File: config.mk
export PLATFORM = sky130hd
export DESIGN_NAME = sample_point_generator
export DESIGN_NICKNAME = d
export VERILOG_FILES = /design/src/rtl/sample_point_generator.sv
export SDC_FILE = /design/constraint.sdc
export NUM_CORES = 1
export LEC_CHECK = 0
export ABC_AREA = 1
export ABC_CLOCK_PERIOD_IN_PS = 2300
export BUFFER_PORTS_ARGS = -buffer_cell sky130_fd_sc_hd__buf_2
export CAP_MARGIN = 15
export CORE_ASPECT_RATIO = 1.2
export CORE_MARGIN = 5
export CORE_UTILIZATION = 35
export CTS_CLUSTER_DIAMETER = 50
export CTS_CLUSTER_SIZE = 12
export DETAILED_ROUTE_END_ITERATION = 6
export HOLD_SLACK_MARGIN = 0.1
export PLACE_DENSITY = 0.67
export RECOVER_POWER = 25
export SLEW_MARGIN = 10
export SYNTH_ARGS = -nofsm -noshare
export SYNTH_HDL_FRONTEND = slang
export SYNTH_SLANG_ARGS = --single-unit
File: constraint.sdc
create_clock -name clk -period 2.3 [get_ports clk]
set_input_delay 0.46 -clock clk [delete_from_list [all_inputs] [get_ports clk]]
set_output_delay 0.46 -clock clk [all_outputs]
set_load 0.02 [all_outputs]
File: src/rtl/sample_point_generator.sv
// Raster-scans an inclusive pixel bounding box, presenting each position to a point sampler as a
// pair of recFN values and streaming the positions the sampler reports as inside.
module sample_point_generator #(
  parameter int COORD_W = 16,
  parameter int EXP_W   = 8,
  parameter int SIG_W   = 24
) (
  input  logic                                 clk,
  input  logic                                 rst_n,
  input  logic                                 start_valid,
  output logic                                 start_ready,
  input  logic [COORD_W-1:0]                   min_x,
  input  logic [COORD_W-1:0]                   max_x,
  input  logic [COORD_W-1:0]                   min_y,
  input  logic [COORD_W-1:0]                   max_y,
  output logic [2*(EXP_W+SIG_W+1)-1:0]         point_out,
  input  logic                                 inside_in,
  output logic                                 frag_valid,
  input  logic                                 frag_ready,
  output logic [COORD_W-1:0]                   frag_x,
  output logic [COORD_W-1:0]                   frag_y,
  output logic                                 busy,
  output logic                                 done,
  output logic [1:0]                           state_dbg
);

  localparam int REC_W = EXP_W + SIG_W + 1;

  typedef enum logic [1:0] {
    IDLE = 2'd0,
    SCAN = 2'd1,
    DONE = 2'd2
  } state_t;

  // Handshakes: a request transfers on a cycle where start_valid && start_ready; a fragment
  // transfers on a cycle where frag_valid && frag_ready, and while frag_valid is high without
  // frag_ready the position and every frag_* output hold. Valids never wait on readys.

  // Unsigned integer to recFN. Positive values round toward -inf by truncation, so the low
  // fraction bits are simply dropped when COORD_W exceeds SIG_W; otherwise the result is exact.
  function automatic logic [REC_W-1:0] to_recfn(input logic [COORD_W-1:0] n);
    logic [COORD_W-1:0]         norm;
    logic [COORD_W+SIG_W-3:0]   wide;
    logic [EXP_W-1:0]           msb;
    msb = '0;
    for (int i = 0; i < COORD_W; i++) begin
      if (n[i]) msb = EXP_W'(i);
    end
    norm = n << (COORD_W - 1 - int'(msb));
    wide = {norm[COORD_W-2:0], {(SIG_W-1){1'b0}}};
    if (n == '0) to_recfn = '0;
    else         to_recfn = {1'b0, 1'b1, msb, wide[COORD_W+SIG_W-3 -: SIG_W-1]};
  endfunction

  state_t             state_q, state_d;
  logic [COORD_W-1:0] cur_x_q, cur_x_d;
  logic [COORD_W-1:0] cur_y_q, cur_y_d;
  // y only ever counts upward, so the low y bound lives solely in cur_y's initial load.
  logic [COORD_W-1:0] min_x_q, min_x_d;
  logic [COORD_W-1:0] max_x_q, max_x_d;
  logic [COORD_W-1:0] max_y_q, max_y_d;

  logic advance;
  logic at_last;
  logic box_empty;

  assign box_empty = (min_x > max_x) || (min_y > max_y);
  assign at_last   = (cur_x_q == max_x_q) && (cur_y_q == max_y_q);
  assign advance   = (state_q == SCAN) && (!inside_in || frag_ready);

  always_ff @(posedge clk or negedge rst_n) begin
    if (!rst_n) begin
      state_q <= IDLE;
      cur_x_q <= '0;
      cur_y_q <= '0;
      min_x_q <= '0;
      max_x_q <= '0;
      max_y_q <= '0;
    end else begin
      state_q <= state_d;
      cur_x_q <= cur_x_d;
      cur_y_q <= cur_y_d;
      min_x_q <= min_x_d;
      max_x_q <= max_x_d;
      max_y_q <= max_y_d;
    end
  end

  always_comb begin
    state_d = state_q;
    cur_x_d = cur_x_q;
    cur_y_d = cur_y_q;
    min_x_d = min_x_q;
    max_x_d = max_x_q;
    max_y_d = max_y_q;
    case (state_q)
      IDLE: begin
        if (start_valid) begin
          min_x_d = min_x;
          max_x_d = max_x;
          max_y_d = max_y;
          cur_x_d = min_x;
          cur_y_d = min_y;
          state_d = box_empty ? DONE : SCAN;
        end
      end
      SCAN: begin
        // End test is equality-only so a box touching the top of the coordinate range never wraps.
        if (advance) begin
          if (at_last) begin
            state_d = DONE;
          end else if (cur_x_q != max_x_q) begin
            cur_x_d = cur_x_q + 1'b1;
          end else begin
            cur_x_d = min_x_q;
            cur_y_d = cur_y_q + 1'b1;
          end
        end
      end
      DONE:    state_d = IDLE;
      default: state_d = IDLE;
    endcase
  end

  assign start_ready = (state_q == IDLE);
  assign busy        = (state_q == SCAN);
  assign done        = (state_q == DONE);
  assign state_dbg   = state_q;
  assign frag_valid  = busy && inside_in;
  assign frag_x      = busy ? cur_x_q : '0;
  assign frag_y      = busy ? cur_y_q : '0;
  assign point_out   = busy ? {to_recfn(cur_x_q), to_recfn(cur_y_q)} : '0;

endmodule

* Word level (Yosys, flattened, before mapping) *
Cells that the tools add are included.

storage, ports and cells
  word-level logic and storage cells = 88
  bits in registers = 82
  output and inout bits = 104
  input port bits = 69

cells by class
  multiplexer cells = 50
  shifts and indexed selects = 2
  reduce and logical (&&, ||, !) cells = 14
  $add $sub $neg = 4
  equal/unequal tests = 10
  $lt $le $gt $ge = 2

operators with widths
  operator                 number
  $mux W8                  27
  $mux W16                 10
  $mux W66                 1
  $mux W32                 2
  $pmux W16 S2             2
  $shl A16 B32 Y15         2
  $add A16 B1 Y16 const B  2
  $eq A16 B16 Y1           2
  $gt A16 B16 Y1           2
  $logic_not A16 Y1        2
  $sub A4 B8 Y9 const A    2
  $ne A16 B16 Y1           1
  $mux W2                  5
  $ne A2 B2 Y1 const B     3
  $reduce_and A5 Y1        1
  $ne A2 B1 Y1 const B     2
  $pmux W2 S2              1
  $reduce_and A4 Y1        1
  $logic_and A1 B1 Y1      3
  $reduce_and A3 Y1        1
  $eq A2 B1 Y1 const B     1
  $eq A2 B2 Y1 const B     1
  $logic_not A2 Y1         1
  $logic_or A1 B1 Y1       2
  other kinds (4)          5

* Logic depth before layout (Yosys ltp) *
Gate-level depths: netlist of the first run.

  depth after elaboration = 19
  mapped depth = 22
  gate-level depth less buffers = 22

* Worst setup path before layout of the first run *
OpenSTA, ideal clock, no wires.

  kind = reg2out
  start point = register state_q[0], in the netlist state_dbg[0]
  end point = output point_out[42]
  data required time = 1840 ps
  data arrival time = 2272 ps
  path slack = -432 ps
  stages on the path, launching flop included = 7
  path buffers = 0
  cell sequence = dfrtp_1 inv_1 nor2_1 inv_2 nor2_1 clkinv_1 nor3_1

between the ends
  word-level cells in the longest chain between the ends = 2

RTL lines
  what                    RTL line  RTL
  from (decl)             55        state_t state_q, state_d;
  from (signal assigned)  80        state_q <= state_d;
  $eq A2 B1 Y1            126       assign busy = (state_q == SCAN);
  $mux W66                132       assign point_out = busy ? {to_recfn(cur_x_q), to_recfn(cur_y_q)} : '0;
  to (decl)               16        output logic [2*(EXP_W+SIG_W+1)-1:0] point_out,

Every way passes these cells.

* Worst setup path in the final report of the first run *
  start point = register cur_y_q[2]
  end point = output point_out[21]

between the ends
  word-level cells in the longest chain between the ends = 18
  elaborated cells between the ends (all ways) = 19
  classes of those cells = add/sub (1); shift (1); mux (16); reduce/logical (1)

RTL lines
  what                    RTL line  RTL
  from (decl)             57        logic [COORD_W-1:0] cur_y_q, cur_y_d;
  from (signal assigned)  82        cur_y_q <= cur_y_d;
  $mux W2                 47        if (n[i]) msb = EXP_W'(i);
  $mux W8 (13 in series)  47
  $sub A4 B8 Y9           49        norm = n << (COORD_W - 1 - int'(msb));
  $shl A16 B32 Y15        49
  $mux W32 (*)            51        if (n == '0) to_recfn = '0;
  $mux W66 (*)            132

Mark *: on every way between the ends. The rest lies on a longest branch, timed or not.

==> key figures, run 1 <==
Job
  – MaxCap Viol Count: 0

Status
  – Status: finished, violations left
  – Failing checks: negative setup slack

STA
  – Final slew viol count: 0
  – Hold Vio Cnt, Final: 0
  – RSZ-0062 raised after global routing: true
  – Clk_skew: ~0.015 ns
  – Period utilization: 129%
  – FMAX: roughly 340 MHz
  – Final min period: approximately 3.0 ns
  – Final setup margin: -0.662 ns
  – Slew Limit Headroom: around two fifths
  – Fin Setup TNS: -15.79 ns
  – Final setup fails: 35
  – Slew @ Worst Pin: 0.920 ns

Synth
  – Syn Std Cell Area: between 7000 and 8000 um2
  – Synth area leader: dfrtp_1
  – FF+latch count, synth: 82
  – Most frequent cell after synthesis: nand2_1
  – Top cells by area, synth: dfrtp_1 (28%), nand2_1 (12%), nand3_1 (8.0%)
  – Seq/Total Area, Yosys: 28.3%
  – Main synth FF type: dfrtp_1
  – Top cells by count, synth: nand2_1 (228), nand3_1 (116), nor2_1 (105)
  – Synth Warn #: 0
  – Yosys top cell area share: between 20% and 30%
  – Post-synth EDFFs: 0
  – Netlist cell types: 52
  – Synth Instances: 1,062
  – Asr flop ratio synth: 100%
  – Mapped Avg Cell Area: ~6.8 um2

Die
  – Die H: 168 um
  – Placement Rows: 57
  – I/O pin cnt: 173
  – Chip Width: 141 um
  – Initial core utilization: 35.7%
  – Core area: 20,300 um2
  – Die ar.: roughly 24,000 um2

Clock network
  – CTS tree: yes
  – CTS sink cnt: 82
  – CTS max path bufs: 2
  – CTS H-tree lvls: 3
  – CTS buffer count: 9
  – Skew-Pair Late Insertion Delay: 0.35 ns
  – Worst-path clk slew: 0.07 ns
  – CTS root buf: clkbuf_16

Worst setup path
  – CP Capture Type: primary output
  – CP Data Required Time: 1.84 ns
  – CP Max Fanout: 8
  – Data arrival, critical path: 2.50 ns
  – Kind of critical path: reg -> out
  – CP startpoint kind: flop

Power
  – Psw: 0.0102 W
  – Clock power share: 7.7%
  – Power, Total: 0.0199 W
  – Peak supply drop: 0.00140 V
  – Net Sw Frac: 51.4%
  – Gate power share: ~78%
  – Pint: approximately 0.0097 W
  – Pleak: roughly 5.5 nW
  – Pwr dens: ~1800 nW/um2
  – Reg power frac: 14.0%

Drt
  – Pre-Repair DR Iteration Count: 6
  – Post-route ant nets: 0
  – Routed wl met3: 1.59 mm
  – Vias per inst: slightly above 5
  – DR vias: around 8,500
  – WL final: 27.2 mm
  – M1 WL: 9.99 mm
  – Routed len/inst: ~17 um
  – First DRT Iteration DRCs: between 500 and 600
  – DRC viols: 0
  – Met2 wire length: 14.6 mm
  – Top routing layer in use: met5

Final layout
  – Multi-input gate area: 5500 um2
  – Register Area: 2060 um2
  – Final Util: a little under three fifths
  – # fillers: around 1,900
  – Synth-to-Final Area Change: 54.3%
  – Nets@finish: 1,470
  – Share of layout cells above drive strength 1: 44.7%
  – Antenna cells: 0

GRT
  – Initial antenna violation count: 1
  – Tot GR Track Use: 21.1%
  – Pin count of the biggest net entering global routing: 51
  – Total congestion overflow: 0
  – Global-route wire length before repair: 41.0 mm
  – Vias in the first global route: 8,259

Place
  – Port bufs: 146
  – Place WS: -0.247 ns
  – RePlAce Congestion: around 0.94
  – Post-DP HPWL: about 20 mm

Worst hold path
  – Min-delay worst type: in -> reg
[metrics by stage]
step,area (um2),hold slack [ns],instances
after floorplan,7510,0.164,1087
after global placement,9250,0.447,1563
after detailed placement,9250,0.450,1563
after CTS,10300,0.364,1601
after global routing,11200,0.389,1635
final,11200,0.373,1635
[power by group through the flow]
| stage | Clock [W] | Sequential (W) | Combinational [W] |
|---|---|---|---|
| after floorplan | 0 | 0.00270 | 0.00769 |
| after global placement | 0 | 0.00271 | 0.0117 |
| after detailed placement | 0 | 0.00274 | 0.0118 |
| after CTS | 0.00155 | 0.00274 | 0.0136 |
| after global routing | 0.00161 | 0.00288 | 0.0168 |
| final | 0.00153 | 0.00279 | 0.0156 |
[worst paths after layout]
| kind | from | endpoint | slack (ns) | cells after the start |
|---|---|---|---|---|
| worst max register to register | cur_x_q[5]$_DFFE_PN0P_ | cur_x_q[2]$_DFFE_PN0P_ | 0 | 13 |
| worst min register to register | min_x_q[8]$_DFFE_PN0P_ | min_x_q[8]$_DFFE_PN0P_ | 0.49 | 2 |
| worst max-delay path | cur_y_q[2]$_DFFE_PN0P_ | point_out[21] | -0.66 | 21 |
| max in group asynchronous | rst_n | cur_y_q[13]$_DFFE_PN0P_ | 0.26 | 3 |
| worst min-delay path | max_x[0] | max_x_q[0]$_DFFE_PN0P_ | 0.37 | 2 |
| min in group asynchronous | rst_n | max_x_q[13]$_DFFE_PN0P_ | 0.78 | 2 |
[worst max-delay path, stage by stage, from the launching register on]
cell      delay, ns
dfrtp_1        0.39
inv_2          0.07
nand2_2        0.05
nand2_2        0.06
nand2_2        0.04
nand2_1        0.05
nand2_1        0.04
nand2_1        0.05
nand2_1        0.06
nand2_1        0.06
nand2_1        0.06
nand2_2        0.08
nand2_4        0.07
nand2_8        0.13
nand2_8        0.12
buf_6          0.15
o211ai_1       0.17
nand3_1        0.15
nand2_2        0.12
nand2_2        0.06
inv_2          0.05
buf_6          0.10
[routing by layer]
metal	GRT usage [%]	vias to the layer above
li1	-	4110
met1	23.8	3945
met2	39.5	342
met3	3.51	86
met4	7.80	2
met5	0	-
[timing repair]
item                                    4_1_cts  5_1_grt
endpoints found under the setup margin       40       64
hold buffers                                  1        0
pin swaps                                    37       79
buffers inserted                             20       41
hold endpoints to repair                     31        0
gates cloned                                  2        1
resized for setup                           157      157
[state kept, by name (all words and copies together), names as in the netlist]
name / flops
cur_y_q: 16
max_y_q: 16
state_dbg: 2
max_x_q: 16
cur_x_q: 16
min_x_q: 16
[logic make-up after synthesis]
| kind of cell | synth area share (%) |
|---|---|
| AOI/OAI and AO/OA | 15.3 |
| other | 0.0517 |
| adders and majority gates | 6.21 |
| buffers and inverters | 11.6 |
| DFF | 28.3 |
| and+or+nand+nor | 32.5 |
| xor gates and xnor gates | 3.98 |
| muxes | 2.02 |
[layout by cell type, fill, tap and decap left out, types with 5 or more instances in the layout]
cell type	n
buf_2	112
o211ai_1	10
inv_2	25
nand3_1	60
mux2_2	13
dfrtp_1	77
nor3_4	6
buf_6	46
o21ai_0	61
xor2_1	11
nor3_1	15
o21ai_1	25
a21oi_1	37
nand2_2	41
a22oi_1	7
nand3_4	12
nand2_1	183
nand2_4	13
inv_1	76
inv_4	7
ha_1	34
xnor2_1	19
nor3_2	6
a221oi_1	5
nor2_2	23
dfrtp_2	5
nand4_1	15
nor2_4	14
nand3_2	45
a21oi_2	6
o22ai_1	7
buf_12	8
o21ai_2	10
nor2_1	68
conb_1	26
nand2_8	5
clkbuf_16	10
buf_4	167
a21oi_4	7
[final cells by class]
type                       count  share of cell area [%]
multi-input combinational    823                    49.1
timing repair buffer         337                    22.8
sequential                    82                    18.4
inverter                     112                    4.01
tap                          265                    2.96
clock buffer                  10                    2.14
clock inverter                 6                   0.626
Note: power is estimated with default switching activity, not from simulation.
==> inputs of run 2 (changes only) <==
Settings changed: CORE_UTILIZATION 35 to 50, PLACE_DENSITY 0.67 to 0.87.
==> run 2 against run 1 <==
Net effect:
- the flow finishes with violations (design-rule violations, negative setup slack)
- worst setup slack worse by 0.18 ns
- critical path depth is the same
- design area rose by 3.8%
- clock skew fell by 0.0033 ns
- power increased by 12%
- final cell count down 4.8%
- routed wire length increased by 30%
- largest cell class unchanged
- largest power group unchanged
==> key figures, run 2 (synthesis gave the netlist of run 1 again) <==
Clock network
  – CTS root buf: clkbuf_16
  – CTS sink cnt: 82
  – CTS buffer count: 9
  – CTS max path bufs: 2
  – Worst-path clk slew: roughly 0.070 ns
  – CTS H-tree lvls: 3
  – CTS tree: yes
  – Skew-Pair Late Insertion Delay: 0.35 ns

Die
  – Placement Rows: 48
  – Chip Width: 120 um
  – Initial core utilization: 50.7%
  – Core area: about 14,000 um2
  – I/O pin cnt: ~170
  – Die H: 142 um
  – Die ar.: around 17,000 um2

Drt
  – Routed wl met3: 3.72 mm
  – WL final: 35.2 mm
  – Top routing layer in use: met5
  – Routed len/inst: 22.6 um
  – Post-route ant nets: 0
  – First DRT Iteration DRCs: 1,000
  – M1 WL: 10.8 mm
  – Pre-Repair DR Iteration Count: 7
  – Vias per inst: approximately 6.4
  – Met2 wire length: between 15 and 20 mm
  – DR vias: 9,913
  – DRC viols: 13

Final layout
  – Most frequent cells in the layout: nand2_1 (163), buf_4 (152), buf_2 (105)
  – Design Area, Final: about 12,000 um2
  – Antenna cells: 0
  – Share of layout cells above drive strength 1: a little under 50%
  – Synth-to-Final Area Change: 60.2%
  – Nets@finish: 1,482
  – Commonest non-fill, non-tap cell in the layout: nand2_1
  – Final Util: around four fifths

STA
  – RSZ-0062 raised after global routing: true
  – Clk_skew: approximately 0.012 ns
  – Slew @ Worst Pin: between 0.8 and 0.9 ns
  – Final slew viol count: 0
  – Period utilization: 136%
  – Final min period: 3.14 ns
  – Final setup margin: -0.837 ns
  – Hold Vio Cnt, Final: 0
  – Worst hold margin: 0.380 ns
  – Slew Limit Headroom: 45.0%
  – FMAX: 319 MHz
  – Final setup fails: 68

Worst hold path
  – Min-delay worst type: in -> reg

Place
  – Place WS: -0.211 ns
  – Post-DP HPWL: 19.0 mm
  – RePlAce Congestion: 0.975
  – Placed inst area: 9100 um2
  – Port bufs: 146

GRT
  – Global-route wire length before repair: 43.7 mm
  – Vias in the first global route: 8,857
  – Total congestion overflow: 0
  – Pin count of the biggest net entering global routing: 64
  – Initial antenna violation count: 1
  – Tot GR Track Use: 31.9%

Status
  – Failing checks: design-rule violations, negative setup slack
  – Status: finished, violations left

Worst setup path
  – CP Data Required Time: 1.84 ns
  – CP Capture Type: primary output
  – Kind of critical path: reg -> out
  – Data arrival, critical path: 2.68 ns
  – CP startpoint kind: flop
  – CP Max Fanout: 5

Job
  – MaxCap Viol Count: 0

Power
  – Peak supply drop: 0.00185 V
  – Pwr dens: 1930 nW/um2
  – Pleak: between 5 and 6 nW
[run 2: cell types whose count changed in the layout (fill, tap and decap cells not counted), moves of 5 or more]
| cell | before | now |
|---|---|---|
| nand3_1 | 60 | 47 |
| buf_4 | 167 | 152 |
| buf_2 | 112 | 105 |
| o21ai_2 | 10 | 19 |
| o21ai_0 | 61 | 55 |
| nand2_2 | 41 | 61 |
| nand3_4 | 12 | 25 |
| buf_6 | 46 | 67 |
| nor2_4 | 14 | 19 |
| a22oi_2 | 0 | 7 |
| a22oi_1 | 7 | 0 |
| nand2_1 | 183 | 163 |
[run 2: layout make-up]
| cell class | count | area (um2) |
|---|---|---|
| clock buffer | 13 | 270 |
| clock inverter | 3 | 46.3 |
| fill | 781 | 2670 |
| inverter | 112 | 459 |
| multi-input combinational | 827 | 5790 |
| sequential | 82 | 2060 |
| tap | 175 | 219 |
| timing repair buffer | 341 | 2740 |
| timing repair inverter | 4 | 33.8 |
[run 2: timing repair]
action                                 4_1_cts  5_1_grt
hold buffers                                 1        0
setup endpoints to repair                   42       74
endpoints found under the hold margin       25        0
buffers inserted                            19       40
cloned                                       6        6
gates resized for setup                    189      232
pin swaps                                   47       74
[run 2: path summary, 6_finish.rpt]
| path | startpoint | end | slack [ns] | cells past startpoint |
|---|---|---|---|---|
| min in group asynchronous | rst_n | min_x_q[11]$_DFFE_PN0P_ | 0.75 | 2 |
| max reg2reg | cur_x_q[13]$_DFFE_PN0P_ | cur_x_q[12]$_DFFE_PN0P_ | -0.24 | 15 |
| max in group asynchronous | rst_n | cur_y_q[5]$_DFFE_PN0P_ | 0.15 | 3 |
| min reg2reg | min_x_q[14]$_DFFE_PN0P_ | min_x_q[14]$_DFFE_PN0P_ | 0.50 | 2 |
| min | max_y[13] | max_y_q[13]$_DFFE_PN0P_ | 0.38 | 3 |
| max | cur_x_q[2]$_DFFE_PN0P_ | point_out[54] | -0.84 | 21 |
[run 2: power breakdown]
part	internal [W]	leakage, nW	switching [W]	total [W]
registers	0.00219	0.988	0.000765	0.00295
logic	0.00717	4.50	0.0107	0.0179
clock network	0.000934	0.152	0.000624	0.00156
[run 2: critical path, stage by stage (launching register included)]
cell	delay, ns
dfrtp_1	0.40
inv_2	0.08
nand2_1	0.06
nand2_1	0.07
nand2_1	0.04
nand2_1	0.06
nand2_1	0.06
nand2_1	0.06
nand2_1	0.07
nand2_1	0.07
nand2_1	0.05
nand2_1	0.07
nand2_2	0.09
nand2_8	0.15
nand2_4	0.14
nand2_2	0.13
nand3_4	0.10
nand3_4	0.09
nand3_2	0.20
nand2_1	0.16
inv_2	0.05
buf_6	0.12
[run 2: through the flow]
stage | setup TNS (ns) | power, W | instances
floorplan | -0.895 | 0.0104 | 1087
global route | -34.77 | 0.0233 | 1557
detailed placement | -2.96 | 0.0145 | 1470
finish | -26.62 | 0.0224 | 1557
CTS | -13.77 | 0.0182 | 1512
global placement | -1.44 | 0.0142 | 1470
[run 2: routing by layer]
layer | vias to the layer above | GRT usage, %
met1 | 4528 | 34.3
met3 | 374 | 5.29
li1 | 4133 | -
met5 | - | 0
met2 | 876 | 58.4
met4 | 2 | 19.3
==> inputs of run 3 (changes only) <==
Settings changed: PLACE_DENSITY 0.87 to 0.75.
==> run 3 against run 2 <==
Net effect:
- the run ends with negative setup slack left
- clock-buffer cell count is 2 lower
- die area unchanged
- final cell count decreased by 1.7%
- clock skew decreased by 0.0019 ns
- power fell by 9.9%
- via count down 10%
- routed wire length down 21%
- sequential power decreased by 4%
- utilization decreased by 4.0 points
- critical endpoint is now point_out[51]
- largest cell class unchanged
==> key figures, run 3 (synthesis gave the netlist of run 1 again) <==
Status
  – Failing checks: negative setup slack
  – Status: finished, violations left

Clock network
  – Worst-path clk slew: ~0.07 ns
  – CTS H-tree lvls: 3
  – CTS sink cnt: 82
  – CTS buffer count: 9
  – CTS max path bufs: 2
  – CTS root buf: clkbuf_16
  – CTS tree: yes
  – Skew-Pair Late Insertion Delay: 0.34 ns

GRT
  – Global-route wire length before repair: roughly 40 mm
  – Tot GR Track Use: 28.9%
  – Total congestion overflow: 0
  – Pin count of the biggest net entering global routing: 38
  – Initial antenna violation count: 0
  – Vias in the first global route: ~8,400

Final layout
  – Nets@finish: 1,456
  – Synth-to-Final Area Change: 52.4%
  – Share of layout cells above drive strength 1: 46.0%
  – Most frequent cells in the layout: nand2_1 (167), buf_4 (150), buf_2 (109)
  – Commonest non-fill, non-tap cell in the layout: nand2_1
  – # fillers: 1,006
  – Final Util: about 77%
  – Antenna cells: 0

Drt
  – WL final: 27.8 mm
  – First DRT Iteration DRCs: 830
  – Pre-Repair DR Iteration Count: 5
  – Post-route ant nets: 0
  – DRC viols: 0
  – DR vias: ~8,900
  – Vias per inst: 5.81
  – Routed len/inst: roughly 18 um

Die
  – Die ar.: about 17,000 um2
  – Core area: 14,300 um2
  – Die H: 142 um
  – Initial core utilization: 50.7%
  – Chip Width: 120 um
  – Placement Rows: 48
  – I/O pin cnt: about 170

STA
  – Final setup fails: 37
  – FMAX: 338 MHz
  – Hold Vio Cnt, Final: 0
  – Slew @ Worst Pin: 0.770 ns
  – RSZ-0062 raised after global routing: true
  – Period utilization: 128%
  – Final min period: 2.95 ns
  – Clk_skew: 0.00992 ns
  – Final setup margin: -0.655 ns
  – Final slew viol count: 0
  – Slew Limit Headroom: 48.7%
  – Worst hold margin: 0.392 ns

Worst setup path
  – CP startpoint kind: flop
  – CP Data Required Time: 1.84 ns
  – CP Max Fanout: 6
  – CP Capture Type: primary output
  – R2R Setup Slk: roughly 0.02 ns
  – Kind of critical path: reg -> out
  – Data arrival, critical path: ~2.5 ns

Worst hold path
  – Min-delay worst type: in -> reg

Place
  – Post-DP HPWL: 18.7 mm
  – Port bufs: between 100 and 150
  – RePlAce Congestion: around 1

Power
  – Pleak: 5.46 nW
  – Power, Total: 0.0202 W
  – Peak supply drop: 0.00161 V
  – Pwr dens: 1820 nW/um2

Job
  – MaxCap Viol Count: 0
-- run 3: worst max-delay path, cell delays in order (launching register included) --
cell,delay (ns)
dfrtp_1,0.39
inv_2,0.07
nand2_2,0.05
nand2_2,0.06
nand2_2,0.04
nand2_1,0.06
nand2_1,0.05
nand2_1,0.06
nand2_1,0.06
nand2_1,0.05
nand2_1,0.04
nand2_1,0.06
nand2_2,0.09
nand2_8,0.14
buf_16,0.14
nand4_1,0.17
nand2_2,0.15
nand3_2,0.07
nand2_2,0.13
nand2_1,0.09
inv_1,0.07
buf_6,0.11
-- run 3: layout make-up --
type / count / area, um2 / share of cell area [%]
multi-input cells: 826 / 5620 / 50.9
repair buffers: 319 / 2420 / 21.9
flip-flops and latches: 82 / 2060 / 18.6
inverters: 112 / 447 / 4.04
clock buffers: 11 / 243 / 2.20
well taps: 175 / 219 / 1.98
clock inverters: 5 / 37.5 / 0.340
repair inverters: 1 / 7.51 / 0.0679
-- run 3: layer usage --
metal  vias up  track usage [%]  share of wire, %
li1       4097                -                 -
met1      4192             33.7                36
met2       447             53.8                52
met3       158             2.90               6.5
met4         0             12.2               5.9
met5         -                0                 0
-- run 3: path summary, 6_finish.rpt --
check,end,depth (start not counted),startpoint
worst max register to register,cur_y_q[2]$_DFFE_PN0P_,12,cur_x_q[12]$_DFFE_PN0P_
worst min register to register,min_x_q[8]$_DFFE_PN0P_,2,min_x_q[8]$_DFFE_PN0P_
min in group asynchronous,max_y_q[11]$_DFFE_PN0P_,2,rst_n
worst max-delay path,point_out[51],21,cur_x_q[2]$_DFFE_PN0P_
worst min-delay path,max_y_q[9]$_DFFE_PN0P_,3,max_y[9]
max in group asynchronous,cur_x_q[12]$_DFFE_PN0P_,3,rst_n
-- run 3: metrics by stage --
stage          worst slack, ns  cell area, um2  setup TNS, ns  cells
2_1_floorplan          -0.0867            7510         -0.895   1087
3_3_place_gp            -0.169            9190          -2.77   1479
3_5_place_dp            -0.266            9190          -3.53   1479
4_1_cts                 -0.524           10200         -13.72   1514
5_1_grt                 -0.824           11100         -23.34   1531
6_report                -0.655           11100         -17.34   1531
-- run 3: repair_timing --
item / 4_1_cts / 5_1_grt
gates resized for setup: 165 / 173
endpoints found under the hold margin: 27 / 0
gates cloned: 7 / 1
setup endpoints to repair: 40 / 68
hold buffers: 1 / 0
setup buffers: 11 / 16
pin swaps: 42 / 64
-- run 3: power breakdown --
| part | switching, W | internal, W | total, W |
|---|---|---|---|
| sequential | 0.000655 | 0.00218 | 0.00283 |
| clock | 0.000603 | 0.000765 | 0.00137 |
| combinational | 0.00938 | 0.00657 | 0.0160 |
| total | 0.0106 | 0.00951 | 0.0202 |
